**src/rtl/if_id_stage_if.sv**
```systemverilog
// if_id_stage_if: bundles the fetch->decode handshake of the IF/ID pipeline register.
// master: fetch/control side (drives stall/flush/irq and the fetch bus, observes decode bus).
// slave : the IF/ID register itself (consumes the fetch bus, drives the decode bus).
interface if_id_stage_if;
  // control from hazard unit / branch logic / interrupt controller
  logic        stall;       // 1 = hold all state
  logic        flush;       // 1 = load a bubble (wins over stall)
  logic        irq;         // level-sensitive external interrupt request

  // fetch-side bus
  logic [31:0] PC_in;       // bit 31 = kernel/supervisor flag
  logic [31:0] PCplus_in;
  logic [31:0] Instr_in;

  // decode-side bus
  logic [31:0] PC_out;
  logic [31:0] PCplus_out;
  logic [31:0] Instr_out;
  logic        valid_out;   // 0 = bubble
  logic        irq_take_out; // 1 = this slot is an injected interrupt

  modport master (
    output stall, flush, irq, PC_in, PCplus_in, Instr_in,
    input  PC_out, PCplus_out, Instr_out, valid_out, irq_take_out
  );

  modport slave (
    input  stall, flush, irq, PC_in, PCplus_in, Instr_in,
    output PC_out, PCplus_out, Instr_out, valid_out, irq_take_out
  );
endinterface

```
**src/rtl/if_id_stage.sv**
```systemverilog
// if_id_stage: IF/ID pipeline register with stall, flush and user-mode interrupt injection.
// Latency: 1 cycle fetch -> decode. Edge priority: flush > stall > load.
// Backpressure: stall holds every output and the interrupt state; flush overrides stall.
// Ports: clk, reset (async active-high); bus (if_id_stage_if.slave) carrying
//   stall/flush/irq, PC_in/PCplus_in/Instr_in in, PC_out/PCplus_out/Instr_out/valid_out/
//   irq_take_out out.
module if_id_stage #(
  parameter logic [31:0] NOP_INSTR = 32'h00000000,
  parameter logic [31:0] RESET_PC  = 32'h80000000
) (
  input  logic          clk,
  input  logic          reset,
  if_id_stage_if.slave  bus
);

  localparam logic [31:0] RESET_PCPLUS = RESET_PC + 32'd4;

  // Interrupt tracking:
  //   IDLE    - no request outstanding
  //   PENDING - user-mode request latched, waiting for a load slot to carry it
  //   TAKEN   - slot injected, waiting for fetch to reach kernel space (handler entry)
  typedef enum logic [1:0] {
    ST_IDLE    = 2'b00,
    ST_PENDING = 2'b01,
    ST_TAKEN   = 2'b10
  } irq_state_t;

  irq_state_t  r_state;
  logic [31:0] r_pc;
  logic [31:0] r_pcplus;
  logic [31:0] r_instr;
  logic        r_valid;
  logic        r_irq_take;

  logic w_kernel;   // fetch PC is in kernel space
  logic w_advance;  // this edge updates state (flush beats stall)
  logic w_load;     // ordinary load edge
  logic w_inject;   // load edge that carries the latched interrupt

  assign w_kernel  = bus.PC_in[31];
  assign w_advance = bus.flush | ~bus.stall;
  assign w_load    = ~bus.flush & ~bus.stall;
  // The instruction currently in fetch is not committed; its PC becomes the return address.
  assign w_inject  = w_load & (r_state == ST_PENDING) & ~w_kernel;

  always_ff @(posedge clk or posedge reset) begin
    if (reset) begin
      r_state    <= ST_IDLE;
      r_pc       <= RESET_PC;
      r_pcplus   <= RESET_PCPLUS;
      r_instr    <= NOP_INSTR;
      r_valid    <= 1'b0;
      r_irq_take <= 1'b0;
    end else if (w_advance) begin
      // PC and PC+4 follow fetch on every advancing edge, bubble or not, so a flushed
      // slot still names the redirect target (used as return address if injected later).
      r_pc     <= bus.PC_in;
      r_pcplus <= bus.PCplus_in;

      if (bus.flush) begin
        r_instr    <= NOP_INSTR;
        r_valid    <= 1'b0;
        r_irq_take <= 1'b0;
      end else if (w_inject) begin
        r_instr    <= NOP_INSTR;
        r_valid    <= 1'b0;
        r_irq_take <= 1'b1;
      end else begin
        r_instr    <= bus.Instr_in;
        r_valid    <= 1'b1;
        r_irq_take <= 1'b0;
      end

      case (r_state)
        ST_IDLE: begin
          // Requests raised while already in kernel space are ignored, not latched.
          if (bus.irq && !w_kernel) r_state <= ST_PENDING;
        end
        ST_PENDING: begin
          // Kernel entered by some other path: the request is considered serviced.
          if (w_kernel)       r_state <= ST_IDLE;
          else if (w_inject)  r_state <= ST_TAKEN;
          // flush edge: keep waiting; the redirect target becomes the return address.
        end
        ST_TAKEN: begin
          // Block re-injection until decode's redirect lands fetch in the handler.
          if (w_kernel) r_state <= ST_IDLE;
        end
        default: r_state <= ST_IDLE;
      endcase
    end
  end

  assign bus.PC_out       = r_pc;
  assign bus.PCplus_out   = r_pcplus;
  assign bus.Instr_out    = r_instr;
  assign bus.valid_out    = r_valid;
  assign bus.irq_take_out = r_irq_take;

endmodule

```
**src/flat_wrapper.sv**
```systemverilog
// flat-port wrapper written by rule: the top's interface ports become plain ports
module if_id_stage_flat 
#(
  parameter logic [31:0] NOP_INSTR = 32'h00000000,
  parameter logic [31:0] RESET_PC  = 32'h80000000
)
  (clk, reset, bus_stall, bus_flush, bus_irq, bus_PC_in, bus_PCplus_in, bus_Instr_in, bus_PC_out, bus_PCplus_out, bus_Instr_out, bus_valid_out, bus_irq_take_out);
  if_id_stage_if bus_i ();
  input  logic clk;
  input  logic reset;
  input wire logic [$bits(bus_i.stall)-1:0] bus_stall;
  input wire logic [$bits(bus_i.flush)-1:0] bus_flush;
  input wire logic [$bits(bus_i.irq)-1:0] bus_irq;
  input wire logic [$bits(bus_i.PC_in)-1:0] bus_PC_in;
  input wire logic [$bits(bus_i.PCplus_in)-1:0] bus_PCplus_in;
  input wire logic [$bits(bus_i.Instr_in)-1:0] bus_Instr_in;
  output wire logic [$bits(bus_i.PC_out)-1:0] bus_PC_out;
  output wire logic [$bits(bus_i.PCplus_out)-1:0] bus_PCplus_out;
  output wire logic [$bits(bus_i.Instr_out)-1:0] bus_Instr_out;
  output wire logic [$bits(bus_i.valid_out)-1:0] bus_valid_out;
  output wire logic [$bits(bus_i.irq_take_out)-1:0] bus_irq_take_out;
  assign bus_i.stall = bus_stall;
  assign bus_i.flush = bus_flush;
  assign bus_i.irq = bus_irq;
  assign bus_i.PC_in = bus_PC_in;
  assign bus_i.PCplus_in = bus_PCplus_in;
  assign bus_i.Instr_in = bus_Instr_in;
  assign bus_PC_out = bus_i.PC_out;
  assign bus_PCplus_out = bus_i.PCplus_out;
  assign bus_Instr_out = bus_i.Instr_out;
  assign bus_valid_out = bus_i.valid_out;
  assign bus_irq_take_out = bus_i.irq_take_out;
  if_id_stage #(.NOP_INSTR(NOP_INSTR), .RESET_PC(RESET_PC)) u_core (.clk(clk), .reset(reset), .bus(bus_i));
endmodule
```
**config.mk**
```make
export PLATFORM = sky130hd
export DESIGN_NAME = if_id_stage_flat
export DESIGN_NICKNAME = d
export VERILOG_FILES = /design/src/rtl/if_id_stage_if.sv /design/src/rtl/if_id_stage.sv /design/src/flat_wrapper.sv
export SDC_FILE = /design/constraint.sdc
export NUM_CORES = 1
export LEC_CHECK = 0
export BUFFER_PORTS_ARGS = -buffer_cell sky130_fd_sc_hd__buf_2
export CORE_ASPECT_RATIO = 0.6
export CORE_MARGIN = 8
export CORE_UTILIZATION = 40
export DETAILED_ROUTE_END_ITERATION = 16
export PLACE_DENSITY = 0.84
export SYNTH_ARGS = -nofsm -noshare
export SYNTH_HDL_FRONTEND = slang
export SYNTH_SLANG_ARGS = --single-unit
```
**constraint.sdc**
```tcl
create_clock -name clk -period 3.3 [get_ports clk]
set_input_delay 0.66 -clock clk [delete_from_list [all_inputs] [get_ports clk]]
set_output_delay 0.66 -clock clk [all_outputs]
set_load 0.005 [all_outputs]
```
==> results of run 1 <==
[sequential cells by signal, summed over array words and instances (netlist names)]
register	count
u_core.bus.valid_out	1
u_core.bus.Instr_out	32
u_core.bus.PC_out	32
u_core.bus.PCplus_out	32
u_core.bus.irq_take_out	1
u_core.r_state	2
[cells by family (layout without fill, tap and decap cells)]
logic type	Yosys count	after routing	share of synthesized area, %
mux	64	64	19.1
compound gates	37	37	9.56
flops	100	100	66.3
buf+inv	19	219	3.37
simple gates	10	10	1.72
[area by class of cell]
class	count	area share, %
flip-flops and latches	100	48.5
clock buffers	9	4.36
repair buffers	202	20.3
multi-input cells	111	22.4
inverters	1	0.121
well taps	130	3.15
clock inverters	7	1.14
[worst max-delay path: cells and delay by family]
kind / cells / cell delay [ns]
AOI/OAI and AO/OA: 1 / 0.45
buffers and inverters: 1 / 0.13
and+or+nand+nor: 1 / 0.81
[stage by stage]
step | hold WS [ns] | utilization, % | cells | power (mW)
2_1_floorplan | 0.487 | - | 230 | 1.56
3_3_place_gp | 0.466 | 53.1 | 544 | 1.74
3_5_place_dp | 0.474 | 53.1 | 544 | 1.75
4_1_cts | 0.419 | 56.2 | 560 | 2.77
5_1_grt | 0.452 | 56.2 | 560 | 2.85
6_report | 0.405 | 56.2 | 560 | 2.72
[per-layer routing]
| layer | GRT usage [%] | vias to the layer above |
|---|---|---|
| met3 | 7.73 | 10 |
| met4 | 4.27 | 2 |
| met5 | 0 | - |
| li1 | - | 1257 |
| met1 | 17.6 | 1356 |
| met2 | 24.9 | 130 |
[placed cells by master (no fill, tap or decap)]
master and instances:
sky130_fd_sc_hd__a211o_2 1, sky130_fd_sc_hd__a21oi_1 1, sky130_fd_sc_hd__a22o_1 1, sky130_fd_sc_hd__a32o_1 33, sky130_fd_sc_hd__and3b_1 1, sky130_fd_sc_hd__buf_12 2, sky130_fd_sc_hd__buf_2 198, sky130_fd_sc_hd__buf_4 2
sky130_fd_sc_hd__clkbuf_16 9, sky130_fd_sc_hd__clkinv_2 1, sky130_fd_sc_hd__clkinv_4 2, sky130_fd_sc_hd__clkinvlp_4 1, sky130_fd_sc_hd__dfrtp_1 97, sky130_fd_sc_hd__dfstp_2 3, sky130_fd_sc_hd__inv_4 1, sky130_fd_sc_hd__inv_6 2
sky130_fd_sc_hd__inv_8 1, sky130_fd_sc_hd__mux2_2 64, sky130_fd_sc_hd__nand2_1 1, sky130_fd_sc_hd__nor2_1 1, sky130_fd_sc_hd__nor2_2 1, sky130_fd_sc_hd__nor2b_4 1, sky130_fd_sc_hd__nor3b_1 1, sky130_fd_sc_hd__nor4_1 1
sky130_fd_sc_hd__o21bai_1 1, sky130_fd_sc_hd__or2_2 1, sky130_fd_sc_hd__or3b_1 1, sky130_fd_sc_hd__or4b_1 1
[worst paths after layout]
kind / endpoint / slack, ns / cells after the start
setup / recovery: u_core.bus.Instr_out[27]$_DFFE_PP0N_ / 1.46 / 3
hold / removal: u_core.bus.PC_out[30]$_DFFE_PP0N_ / 0.40 / 2
setup reg to reg: u_core.bus.Instr_out[27]$_DFFE_PP0N_ / 1.49 / 2
hold reg to reg: u_core.bus.Instr_out[18]$_DFFE_PP0N_ / 0.49 / 1
max in group asynchronous: u_core.bus.PC_out[31]$_DFFE_PP1N_ / 2.15 / 3
min in group clk: u_core.bus.Instr_out[18]$_DFFE_PP0N_ / 0.49 / 1
[power groups by stage]
stage | logic (mW) | clock network [mW] | registers, mW
finish | 0.353 | 0.996 | 1.37
global route | 0.388 | 1.08 | 1.38
CTS | 0.362 | 1.04 | 1.37
detailed placement | 0.361 | 0 | 1.39
global placement | 0.349 | 0 | 1.39
floorplan | 0.162 | 0 | 1.40
==> impl.org, run 1 <==
** Run status
- The flow ran to the end, and the final reports show no timing, DRC or antenna violations.

** Final layout
- Antenna Diode Count :: 0
- Area overhead of the layout relative to synthesis :: 36.5%
- In the final layout, the share of cells above drive strength 1 is 67.4%.
- Final-layout fill cell count :: 768
- Net count reported at finish :: around 530
- In the final layout, the multi-input gates occupy roughly 0.0012 mm².
- Once layout is done, the placed cells without fillers occupy 0.00516 mm².
- Across the whole layout, storage elements account for approximately 0.0025 mm².

** CTS
- TritonCTS built the clock tree.
- Post-CTS timing repair inserted 0 buffers for setup.
- The clock passes through at most 2 buffers.
- Quantity of hold-fixing buffers added after cts :: 0
- Clock slew at reported path FFs :: about 0.07 ns
- Total clock sinks :: 100
- Total of cells resized after clock tree synthesis :: 0
- The clock tree synthesis step divided the H-tree into 3 levels.
- The tree is rooted in a sky130_fd_sc_hd__clkbuf_16.
- Clk_lat worst skew :: approximately 0.34 ns
- Number of buffers inserted during clock tree synthesis :: 9

** Routing
- Summed over all layers, the routed wires come to about 10000 µm.
- Total iterations of the first detailed-routing run :: 4
- In the detailed route, the total length drawn on met2 is around 4700 µm.
- In the routed layout, each cell is associated on average with a via count of approximately 4.9.
- Once detail routing completed, the nets flagged for antenna violations numbered 0.
- Highest routing layer actually used :: met5
- Dividing the detail-routed wire length by the instance count gives 17.8 µm.
- Met1 wire length :: slightly above 4000 µm
- Residual DRC count :: 0
- Detailed routing inserted a total of roughly 2800 vias.
- Violation count after the first detailed-route iteration :: 90
- Met3 wire length :: 1080 µm

** Logic synthesis
- The synthesized netlist contains 23 unique library cells.
- Post-Synthesis Mean Instance Area :: approximately 16 µm²
- Yosys instantiated no cell more often than sky130_fd_sc_hd__dfrtp_1.
- Synth area leader :: sky130_fd_sc_hd__dfrtp_1
- The synthesized netlist occupies a cell area of ~0.0038 mm².
- Post-synth top area share :: roughly 64%
- Share of flip-flops with an asynchronous set or reset after synthesis :: 100%
- Synthesized flop and latch total :: 100
- During synthesis, Yosys emitted a total of 0 warnings.
- In the synthesized netlist the dominant register cell turns out to be sky130_fd_sc_hd__dfrtp_1.
- Synthesis produced between 200 and 250 cells.
- Leading post-synthesis cells by cell area :: sky130_fd_sc_hd__dfrtp_1 64%, sky130_fd_sc_hd__mux2_2 19%, sky130_fd_sc_hd__a32o_1 8.7%
- Yosys mapped a number of flops with a built-in enable equal to 0.
- When the netlist entered floorplanning its net count stood at ~330.
- Counting instances in the post-synthesis netlist gives the leading cell types as 97 x sky130_fd_sc_hd__dfrtp_1, 64 x sky130_fd_sc_hd__mux2_2, 33 x sky130_fd_sc_hd__a32o_1.
- Proportion of synthesized chip area in sequential cells :: between 60% and 70%

** Pwr
- Switching share of power :: between 20% and 30%
- The worst-case IR drop observed on VDD is between 0.0003 and 0.0004 V.
- Seq pwr share :: 50.4%
- Lkg Pwr :: approximately 2.6 nW
- The analysis attributes to net switching a power of 0.680 mW.
- Power spread over the standard cell area amounts to around 530 mW/mm².
- Cell internal power was estimated by the tool at 2.04 mW.
- Per report_power, the clock group accounts for 36.6% of the total.
- Combinational cells account for 13.0% of the total power.

** Timing
- Highest Clock Rate :: 544 MHz
- Worst clock skew on the final layout :: roughly 0.0034 ns
- The count of endpoints failing hold in the final timing report came to 0.
- Unrepaired setup endpoints after global routing :: false
- Adding up every negative setup slack in the final design gives 0 ns.
- Tightest slew margin relative to the limit :: around 29%
- For the pin with the worst max-slew slack, the measured transition is roughly 1.1 ns.
- Final worst path period need :: around 1.8 ns
- Share of the cycle needed by the critical path after routing :: 55.7%
- Setup violations remaining at the end of the flow were counted as 0.
- Pins Over Slew Limit :: 0
- Across all setup checks in the final design, the least slack found is approximately 1.5 ns.

** Place
- Global placement routability congestion :: about 0.78
- Place WS :: 1.11 ns
- PortBufs :: 198
- Placed Area :: 0.00488 mm²
- HPWL after detailed placement :: between 7000 and 8000 µm

** GRT
- Across every metal layer, demand over resource in global routing totals 15.3%.
- The first global-routing pass estimated 15900 µm of wire.
- The number of antenna violations at the first check in global routing is 1.
- After global routing the overflow that remains totals 0.
- Largest net degree at the start of global routing :: 75
- The number of global-route vias before repair is roughly 3000.

** Die
- just under 200 I/O pins were placed.
- The floorplan step set the die height to roughly 90 µm.
- Initial Util :: 41.1%
- Number of placement rows :: 27
- In this run the standard cell core region covers ~0.009 mm².
- Die Area :: around 0.013 mm²
- DIE WIDTH :: 142 µm

** Setup path
- Max Fanout on Critical Path :: 33
- On the critical path, the stage with the largest delay is an instance of sky130_fd_sc_hd__or3b_1.
- Worst Path Class, Setup :: in -> reg
- On the worst path, the slowest cell contributes a delay of about 0.8 ns.
- Endpoint required time on the critical path :: around 3.5 ns
- The worst setup path is captured at a flip-flop.
- Critical Path AT :: slightly above 2 ns
- The startpoint identified for the worst register-to-register timing path is u_core.r_state[0]$_DFFE_PP0P_.
- Worst path cell trace :: buf_2 > or3b_1 > a32o_1
- Startpoint types :: input port
- Critical path startpoint :: bus_PC_in[31]

** Flow run
- Max Cap Viol :: 0

** Hold path
- Type of the most critical hold path :: in -> async
(Power assumes the default switching activity.)
==> run 2, diff against run 1 <==
--- a/config.mk
+++ b/config.mk
@@ -8,9 +8,9 @@
 export BUFFER_PORTS_ARGS = -buffer_cell sky130_fd_sc_hd__buf_2
 export CORE_ASPECT_RATIO = 0.6
 export CORE_MARGIN = 8
-export CORE_UTILIZATION = 40
+export CORE_UTILIZATION = 45
 export DETAILED_ROUTE_END_ITERATION = 16
-export PLACE_DENSITY = 0.84
+export PLACE_DENSITY = 0.89
 export SYNTH_ARGS = -nofsm -noshare
 export SYNTH_HDL_FRONTEND = slang
 export SYNTH_SLANG_ARGS = --single-unit
==> constraint.sdc (replaced) <==
create_clock -name clk -period 1.7 [get_ports clk]
set_input_delay 0.34 -clock clk [delete_from_list [all_inputs] [get_ports clk]]
set_output_delay 0.34 -clock clk [all_outputs]
set_load 0.005 [all_outputs]
==> run 2 against run 1 <==
- hold slack worse by 0.24 ns
- wire length is 0.23% higher
- via count is 1.1% higher
- sequential share of layout area is 1.0 points lower
- sequential cell count stayed put
- clock power is 140% higher
- non-clock buffer count is 4 higher
- critical path type is now reg -> reg
- largest power group unchanged
- highest routed layer is now met4
==> impl.org, run 2 (synthesis results as in run 1) <==
** Run status
- The flow ran to the end, and the final reports show no timing, DRC or antenna violations.

** GRT
- The number of antenna violations at the first check in global routing is 0.
- Via count of the first global-routing pass :: 2990
- Leftover overflow at the end of global routing :: 0
- Wire length of the first global-routing pass :: roughly 16000 µm
- Total GRT Usage :: between 10% and 20%
- Largest net degree at the start of global routing :: ~100

** Timing
- Across all hold checks on the routed design, the worst slack comes to 0.161 ns.
- The max-slew violation count is 0.
- Total negative slack for setup checks :: 0 ns
- Final number of setup-violating endpoints :: 0
- Final worst path period need :: 1.44 ns
- Share of the cycle needed by the critical path after routing :: ~85%
- The clock arrives with 0.00538 ns of skew.
- Highest Clock Rate :: roughly 690 MHz
- Tightest slew margin relative to the limit :: approximately 65%
- Slew at the pin closest to its max-slew limit :: 0.519 ns
- Setup repair after global routing left no endpoint under its margin.
- The count of endpoints failing hold in the final timing report was 0.

** Setup path
- Startpoint types :: flip-flop
- Critical path startpoint :: u_core.r_state[0]$_DFFE_PP0P_
- Largest stage delay on the critical path :: around 0.42 ns
- Worst path cell trace :: or3b_1 > buf_4 > a32o_1
- Buffer and inverter count on the worst path :: 1
- STA classifies the critical path endpoint as a flip-flop.
- Startpoint of the most critical register-to-register path :: u_core.r_state[0]$_DFFE_PP0P_
- In this design, the largest share of critical-path delay is due to flip-flops.
- Critical Path AT :: about 1.7 ns
- For flop-to-flop paths, the worst setup slack is around 0.26 ns.
- In this run the critical register-to-register path is captured at u_core.bus.Instr_out[8]$_DFFE_PP0N_.
- End point of the critical path :: u_core.bus.Instr_out[8]$_DFFE_PP0N_
- By startpoint and endpoint, the worst setup path is classified as reg -> reg.
- Max Fanout on Critical Path :: 25
- In this run the number of cells on the critical path is 3.
- CP max-delay cell :: sky130_fd_sc_hd__dfrtp_1
- Data on the critical path is required at its endpoint by roughly 1.9 ns.
- Worst reg-to-reg path cell count :: 3

** Hold path
- Type of the most critical hold path :: in -> async

** Routing
- The pre-antenna-repair detailed-routing pass consisted of 4 iterations.
- The detail route stage leaves a number of antenna-violating nets equal to 0.
- Total detailed-routing wirelength :: approximately 10000 µm
- Violation count after the first detailed-route iteration :: 159
- Dividing the detail-routed wire length by the instance count gives approximately 18 µm.
- Residual DRC count :: 0
- Total via count in the routed design :: 2784
- Via density :: just over 5

** Final layout
- Post-route core utilization :: approximately 63%
- Antenna Diode Count :: 0
- Leaving out fill and tap cells, the most frequent cell in the layout is sky130_fd_sc_hd__buf_2.
- In the layout the commonest cells are 198 x sky130_fd_sc_hd__buf_2, 97 x sky130_fd_sc_hd__dfrtp_1, 64 x sky130_fd_sc_hd__mux2_2, 33 x sky130_fd_sc_hd__a32o_1, 9 x sky130_fd_sc_hd__clkbuf_16.
- After the last flow step, the layout net total stands at 530.
- Compared with the post-synthesis result, the final layout area differs by 39.4%.
- Share of final-layout standard cells stronger than drive strength 1 :: between 60 and 70%

** CTS
- Clock slew at reported path FFs :: 0.07 ns
- After clock tree synthesis, the flow added hold-fix buffers numbering 0.
- Bufs on Longest Clock Path :: 2
- Buffers inserted during clock tree synthesis total 9.
- The number of setup buffers added after CTS is 0.
- Clk_lat worst skew :: roughly 0.33 ns
- Clock tree from TritonCTS :: built
- The clock tree synthesis step divided the H-tree into 3 levels.
- The clock drives 100 sinks.
- The cell sitting at the root of the clock tree is a sky130_fd_sc_hd__clkbuf_16.
- Post-CTS repair changed the size of 0 cells.

** Pwr
- Lkg Pwr :: 2.62 nW
- The worst-case IR drop observed on VDD is between 0.0007 and 0.0008 V.
- Total power density per cell area :: between 1000 and 1500 mW/mm²
- Post-layout total power :: 5.72 mW

** Place
- Routability-driven placement finished with a final weighted congestion of ~0.8.
- PortBufs :: between 150 and 200
- Summed over all nets, the half-perimeter wirelength after detailed placement is 7660 µm.

** Flow run
- Max Cap Viol :: 0

** Die
- In this run the count of I/O pins placed on the die edge is between 150 and 200.
- After floorplanning, the core was divided into 26 placement rows.
- The core region is 0.00833 mm².
- The floorplan step set the die width to between 100 and 150 µm.
- Die height :: a little under 90 µm
- The floorplan step defined a die boundary enclosing 0.0117 mm².
- Initial Util :: 45.4%
[run 2: worst min-delay path by stage]
| stage | endpoint | start | depth (start not counted) | slack [ns] |
|---|---|---|---|---|
| floorplan | u_core.bus.irq_take_out$_DFFE_PP0N_ | bus_flush | 1 | 0.40 |
| global placement | u_core.bus.Instr_out[16]$_DFFE_PP0N_ | u_core.bus.Instr_out[16]$_DFFE_PP0N_ | 1 | 0.47 |
| detailed placement | u_core.bus.Instr_out[29]$_DFFE_PP0N_ | u_core.bus.Instr_out[29]$_DFFE_PP0N_ | 1 | 0.47 |
| CTS | u_core.bus.PCplus_out[6]$_DFFE_PP0N_ | reset | 3 | 0.18 |
| global route | u_core.bus.PCplus_out[5]$_DFFE_PP0N_ | reset | 3 | 0.20 |
| finish | u_core.bus.PCplus_out[6]$_DFFE_PP0N_ | reset | 3 | 0.16 |
[run 2: metrics by stage]
step                std cells  worst slack [ns]  cell area [µm²]
global placement          530             0.218             4910
detailed placement        530             0.172             4910
global route              546             0.182             5270
floorplan                 230             0.173             3780
CTS                       546             0.261             5270
finish                    546             0.258             5270
[run 2: final cells by class]
class,count,area (µm²)
fill,658,3060
sequential,100,2510
timing repair buffer,206,1100
inverter,1,7.51
clock inverter,5,108
multi-input combinational,111,1160
tap,112,140
clock buffer,11,253
[run 2: power breakdown]
group	leakage, nW	switching, mW	total, mW	internal, mW
Clock	0.176	0.834	2.36	1.52
Sequential	1.22	0.0950	2.66	2.57
Combinational	1.22	0.312	0.703	0.391
Total	2.62	1.24	5.72	4.48
[run 2: worst reg2reg max path, delay by kind of cell, from the launching register on]
| family | cells | cell delay, ns |
|---|---|---|
| DFF | 1 | 0.42 |
| AOI/OAI and AO/OA | 1 | 0.28 |
| buffers and inverters | 1 | 0.23 |
| and+or+nand+nor | 1 | 0.39 |
[run 2: metal layers]
layer / vias up / GRT usage [%] / share of wire (%)
li1: 1263 / - / -
met1: 1389 / 20.0 / 40
met2: 130 / 28.0 / 50
met3: 2 / 7.03 / 10
met4: 0 / 3.85 / 0.40
met5: - / 0 / 0
